===== config.mk =====
export PLATFORM = sky130hd
export DESIGN_NAME = zbt_pixel_fetch
export DESIGN_NICKNAME = d
export VERILOG_FILES = /design/src/rtl/zbt_pixel_fetch.sv
export SDC_FILE = /design/constraint.sdc
export NUM_CORES = 1
export LEC_CHECK = 0
export ABC_AREA = 1
export ABC_CLOCK_PERIOD_IN_PS = 4800
export CAP_MARGIN = 15
export CORE_MARGIN = 2
export CORE_UTILIZATION = 23
export DETAILED_ROUTE_END_ITERATION = 8
export PLACE_DENSITY = 0.54
export SETUP_SLACK_MARGIN = 0.1
export SLEW_MARGIN = 20
export SYNTH_ARGS = -nofsm -noshare
export SYNTH_HDL_FRONTEND = slang
export SYNTH_SLANG_ARGS = --single-unit

===== constraint.sdc =====
create_clock -name clk -period 4.8 [get_ports clk]
set_clock_uncertainty 0.2 [all_clocks]
set_input_delay 0.96 -clock clk [delete_from_list [all_inputs] [get_ports clk]]
set_output_delay 0.96 -clock clk [all_outputs]
set_load 0.005 [all_outputs]

===== src/rtl/zbt_pixel_fetch.sv =====
// zbt_pixel_fetch
//
// Display-side reader for the ZBT video frame buffer. Every pixel clock it
// issues a read address derived from the display position, waits out the ZBT
// read pipeline, de-interlaces the two captured fields, and selects the
// correct 18-bit half of the returned 36-bit word. Sync and blank inputs are
// delayed to stay aligned with the pixel data.
//
// Ports:
//   clk             display pixel clock, all logic on its rising edge
//   rst             asynchronous active-high reset
//   hcount, vcount  display column / line from the timing generator
//   hsync, vsync    active-low syncs, blank active-high
//   vram_read_data  ZBT read data, valid 2 cycles after its address
//   vram_addr       registered ZBT read address {field_row, field, x[9:1]}
//   vram_pixel      selected RGB666 pixel (black outside window / in blank)
//   vr_pixel        RGB888 expansion of vram_pixel, same register stage
//   hsync_out, vsync_out, blank_out  inputs delayed 4 cycles
//
// Total latency from inputs to pixel/sync outputs is 4 cycles.

module zbt_pixel_fetch #(
    parameter logic [10:0] X_LIMIT = 11'd1024,
    parameter logic [9:0]  Y_LIMIT = 10'd768
) (
    input  logic        clk,
    input  logic        rst,
    input  logic [10:0] hcount,
    input  logic [9:0]  vcount,
    input  logic        hsync,
    input  logic        vsync,
    input  logic        blank,
    input  logic [35:0] vram_read_data,
    output logic [18:0] vram_addr,
    output logic [17:0] vram_pixel,
    output logic [23:0] vr_pixel,
    output logic        hsync_out,
    output logic        vsync_out,
    output logic        blank_out
);

    // 6-bit colour channel to 8 bits by replicating the top two bits.
    function automatic logic [7:0] expand6(input logic [5:0] c);
        return {c, c[5:4]};
    endfunction

    logic        in_win_s;
    logic [17:0] pix_next_s;
    logic [2:0]  sel_dly_r;
    logic [2:0]  win_dly_r;
    logic [3:0]  hsync_dly_r;
    logic [3:0]  vsync_dly_r;
    logic [3:0]  blank_dly_r;

    // Current position lies inside the displayed image window.
    always_comb begin
        in_win_s = (hcount < X_LIMIT) && (vcount < Y_LIMIT);
    end

    // Next output pixel: select and window flag are 3 cycles old so they line
    // up with the data returning for the same position. Stage [2] of the blank
    // line is used here so that it becomes visible together with blank_out.
    always_comb begin
        pix_next_s = 18'd0;
        if (!win_dly_r[2] || blank_dly_r[2]) begin
            pix_next_s = 18'd0;
        end else if (sel_dly_r[2]) begin
            pix_next_s = vram_read_data[17:0];
        end else begin
            pix_next_s = vram_read_data[35:18];
        end
    end

    // Address register, delay lines and output pixel register.
    always_ff @(posedge clk or posedge rst) begin
        if (rst) begin
            vram_addr   <= 19'd0;
            vram_pixel  <= 18'd0;
            vr_pixel    <= 24'd0;
            sel_dly_r   <= 3'b000;
            win_dly_r   <= 3'b000;
            hsync_dly_r <= 4'b1111;
            vsync_dly_r <= 4'b1111;
            blank_dly_r <= 4'b1111;
        end else begin
            // Even lines read field 0, odd lines field 1, both at row vcount/2.
            // hcount[10] is deliberately dropped: columns past 1023 alias but
            // are blacked out by the window flag.
            vram_addr   <= {vcount[9:1], vcount[0], hcount[9:1]};
            sel_dly_r   <= {sel_dly_r[1:0], hcount[0]};
            win_dly_r   <= {win_dly_r[1:0], in_win_s};
            hsync_dly_r <= {hsync_dly_r[2:0], hsync};
            vsync_dly_r <= {vsync_dly_r[2:0], vsync};
            blank_dly_r <= {blank_dly_r[2:0], blank};
            vram_pixel  <= pix_next_s;
            vr_pixel    <= {expand6(pix_next_s[17:12]),
                            expand6(pix_next_s[11:6]),
                            expand6(pix_next_s[5:0])};
        end
    end

    assign hsync_out = hsync_dly_r[3];
    assign vsync_out = vsync_dly_r[3];
    assign blank_out = blank_dly_r[3];

endmodule


[After elaboration in Yosys (flattened, before gate mapping)]
Index checks and enable logic that the tools add are counted.
Word-level totals
  bits in registers: 79
  input bits: 62
  output and inout port bits: 64
  word-level logic and storage cells: 15
Operators by class
  magnitude comparators: 2
  mux-type cells: 2
  reductions and logical operators: 3
Operators with widths (number)
  18-bit 2-to-1 mux: 2
  11-bit less-than comparator, second input constant: 1
  10-bit less-than comparator, second input constant: 1
  1-bit logical AND: 1
  1-bit logical NOT: 1
  1-bit logical OR: 1

[Logic depth before layout (Yosys ltp)]
  word-level depth: 3
  depth in mapped cells: 5
  mapped depth without buffers: 3

[Worst setup path before layout]
No wires, ideal clock.
  kind: flip-flop to output port
  from: reg vr_pixel[14]
  to: out vr_pixel[14]
  arrival: 0.515 ns
  data required time: 3.640 ns
  setup slack: 3.125 ns
  stages on the path, launching flop included: 2
  buffers on the path: 1
  cell sequence: dfrtp_1 -> buf_4
RTL lines
  from (decl): line 36  | output logic [23:0] vr_pixel,
  from (signal assigned): line 96  | vr_pixel <= {expand6(pix_next_s[17:12]),
No word-level cell between the ends.

[Final worst setup path]
  from: reg vsync_dly_r[3]
  to: out vsync_out
RTL lines
  from (decl): line 52  | logic [3:0] vsync_dly_r;
  from (signal assigned): line 93  | vsync_dly_r <= {vsync_dly_r[2:0], vsync};
  to (decl): line 38  | output logic vsync_out,
No word-level cell between the ends.

==> summary.md <==
| Metric | Value |
|---|---|
| Run status | completed |
| Tcrit/Tclk final | 0.515 |
| Multi-input logic area | 303 um2 |
| Post-CTS Setup Inserts | 0 |
| Syn_area_per_cell | 13.7 um2 |
| Core area | 8220 um2 |
| Yosys Warn Count | 0 |
| Final setup vio count | 0 |
| Leading area contributor after synthesis | dfrtp_1 |
| DR WL/cell | 12.7 um |
| I/O Buffers | 125 |
| Crit Path Max Fanout | 1 |
| Vias in the first global route | 1,282 |
| Clk slew on worst S/H paths | 0.10 ns |
| Slew @ Worst Pin | 0.833 ns |
| Post-synthesis sequential area ratio | 0.716 |
| Slowest stage delay, CP | 0.53 ns |
| Fin. max-slew vios | 0 |
| Top cells by area, synth | dfrtp_1 55%, dfstp_2 16%, buf_4 9.7% |
| Slowest-stage cell, CP | dfstp_2 |
| Htree depth | 2 |
| Detail Route Antenna Nets | 0 |
| Pleak | 1.31 nW |
| Num Clock Sinks | 55 |
| Worst slack, placed | 2.39 ns |
| Sum Neg Setup Slack | 0 ns |
| Required time worst endpoint | 3.64 ns |
| Io pins | 126 |
| First-pass GRT wire length | 6.42 mm |
| Antenna cells | 0 |
| Row cnt | 33 |
| Critical path buffers and inverters | 1 |
| CP cell instances | clkdlybuf4s50_1 |
| Critical path type | reg -> out |
| Drt pass-1 iters | 4 |
| # resized after CTS | 0 |
| Worst hold slack | 0.156 ns |
| Via-per-instance ratio | 3.76 |
| Seq cells post-synth | 55 |
| Hpwl dp | 3.40 mm |
| CP delay by family, top | flip-flops |
| CTS tree | done |
| Area growth, synth to finish | 64.4% |
| GRT Total Usage | 0.0936 |
| NumNets Final | 309 |
| Via count | 1,327 |
| Die span in x | 95.9 um |
| Synth Instances | 142 |
| Highest Clock Rate | 404 MHz |
| Clock root buffer | clkbuf_8 |
| Grt ovf | 0 |
| Die Span Y | 95.9 um |
| Final period demand of the worst path | 2.47 ns |
| Gpl congestion | 0.664 |
| Num CTS Buffers | 5 |
| Max-cap violations | 0 |
| Die area | 9200 um2 |
| Min-Delay Path Class | reg -> reg |
| Mapped Area | 1940 um2 |
| Clock Path Buffers | 2 |
| Antenna violations before repair | 0 |
| Largest net degree at the start of global routing | 34 |
| Relative max-transition margin | 0.445 |
| VDD IR max | 0.107 mV |
| Clock latency on the worst-skew pair | 0.30 ns |
| Post-Route WL | 4.47 mm |
| Share of post-route cells with drive strength above 1 | 0.181 |
| RSZ-0062 raised after global routing | no |
| Fillers | 811 |
| CP Launch Type | register |
| # DRC | 0 |
| Unique masters post-synth | 11 |
| Slack of the critical path | 2.33 ns |
| Initial Util | 0.236 |
| Share of the synthesized area in the top cell type | 0.554 |
| Register Area | 1390 um2 |
| Final hold vios | 0 |
| Starting DRT DRC Count | 30 |
| Pwr/cell area | 277 nW/um2 |
| Post-synthesis net count | 204 |
| Worst Path Arrival | 1.31 ns |
| Critical Path Sink Type | output port |
| Hold-fix buffers, CTS | 0 |
path summary, 6_finish.rpt:
kind,slack (ns),start,cells past startpoint,to
worst max-delay path,2.33,vsync_dly_r[3],1,vsync_out
worst min-delay path,0.16,sel_dly_r[1],0,sel_dly_r[2]
worst max register to register,3.22,sel_dly_r[2],3,vr_pixel[3]
worst min register to register,0.16,sel_dly_r[1],0,sel_dly_r[2]
max in group asynchronous,2.80,rst,3,vsync_dly_r[1]
min in group asynchronous,0.79,rst,2,vram_addr[0]
state kept, by name (all words and copies together), names as in the netlist:
name / cells
vram_addr: 19
vr_pixel: 18
blank_dly_r: 4
hsync_dly_r: 4
vsync_dly_r: 4
sel_dly_r: 3
win_dly_r: 3
Yosys cell counts, drive strengths merged:
| library cell | instances |
|---|---|
| dfstp | 12 |
| nand2 | 37 |
| dfrtp | 43 |
| buf | 28 |
| inv | 3 |
| a21oi | 19 |
layout by cell type, fill, tap and decap left out, drive strengths merged:
cell type / instances
inv: 4
clkdlybuf4s50: 125
clkinv: 2
a21oi: 19
dfrtp: 43
dfstp: 12
clkbuf: 5
nand2: 37
buf: 1
cell families after synthesis:
| family | count (synthesis) | synth area share |
|---|---|---|
| DFF | 55 | 0.716 |
| buffers and inverters | 31 | 0.128 |
| AOI/OAI and AO/OA | 19 | 0.0702 |
| and+or+nand+nor | 37 | 0.0856 |
metrics by stage:
step           cells  utilization  power, W  cell area, um2
4_1_cts          353        0.389  0.000899            3190
3_3_place_gp     345        0.378  0.000638            3100
2_1_floorplan    142            -  0.000549            1940
6_report         353        0.389  0.000885            3190
3_5_place_dp     345        0.378  0.000640            3100
5_1_grt          353        0.389  0.000931            3190
area by class of cell:
class                           count  share of cell area
Clock buffer                        5              0.0215
Multi-Input combinational cell     56              0.0948
Tap cell                          105              0.0411
Timing Repair Buffer              126               0.394
Clock inverter                      3             0.00705
Sequential cell                    55               0.436
Inverter                            3             0.00588
routing by layer:
metal  share of wire  GRT usage
met3           0.080     0.0235
met4           0.014     0.0393
met1            0.39      0.112
met5               0          0
met2            0.52      0.160
power breakdown:
group | internal, W | switching (W)
sequential | 0.000488 | 0.0000110
combinational | 0.0000873 | 0.0000409
clock | 0.000105 | 0.000153
(Power assumes the default switching activity.)
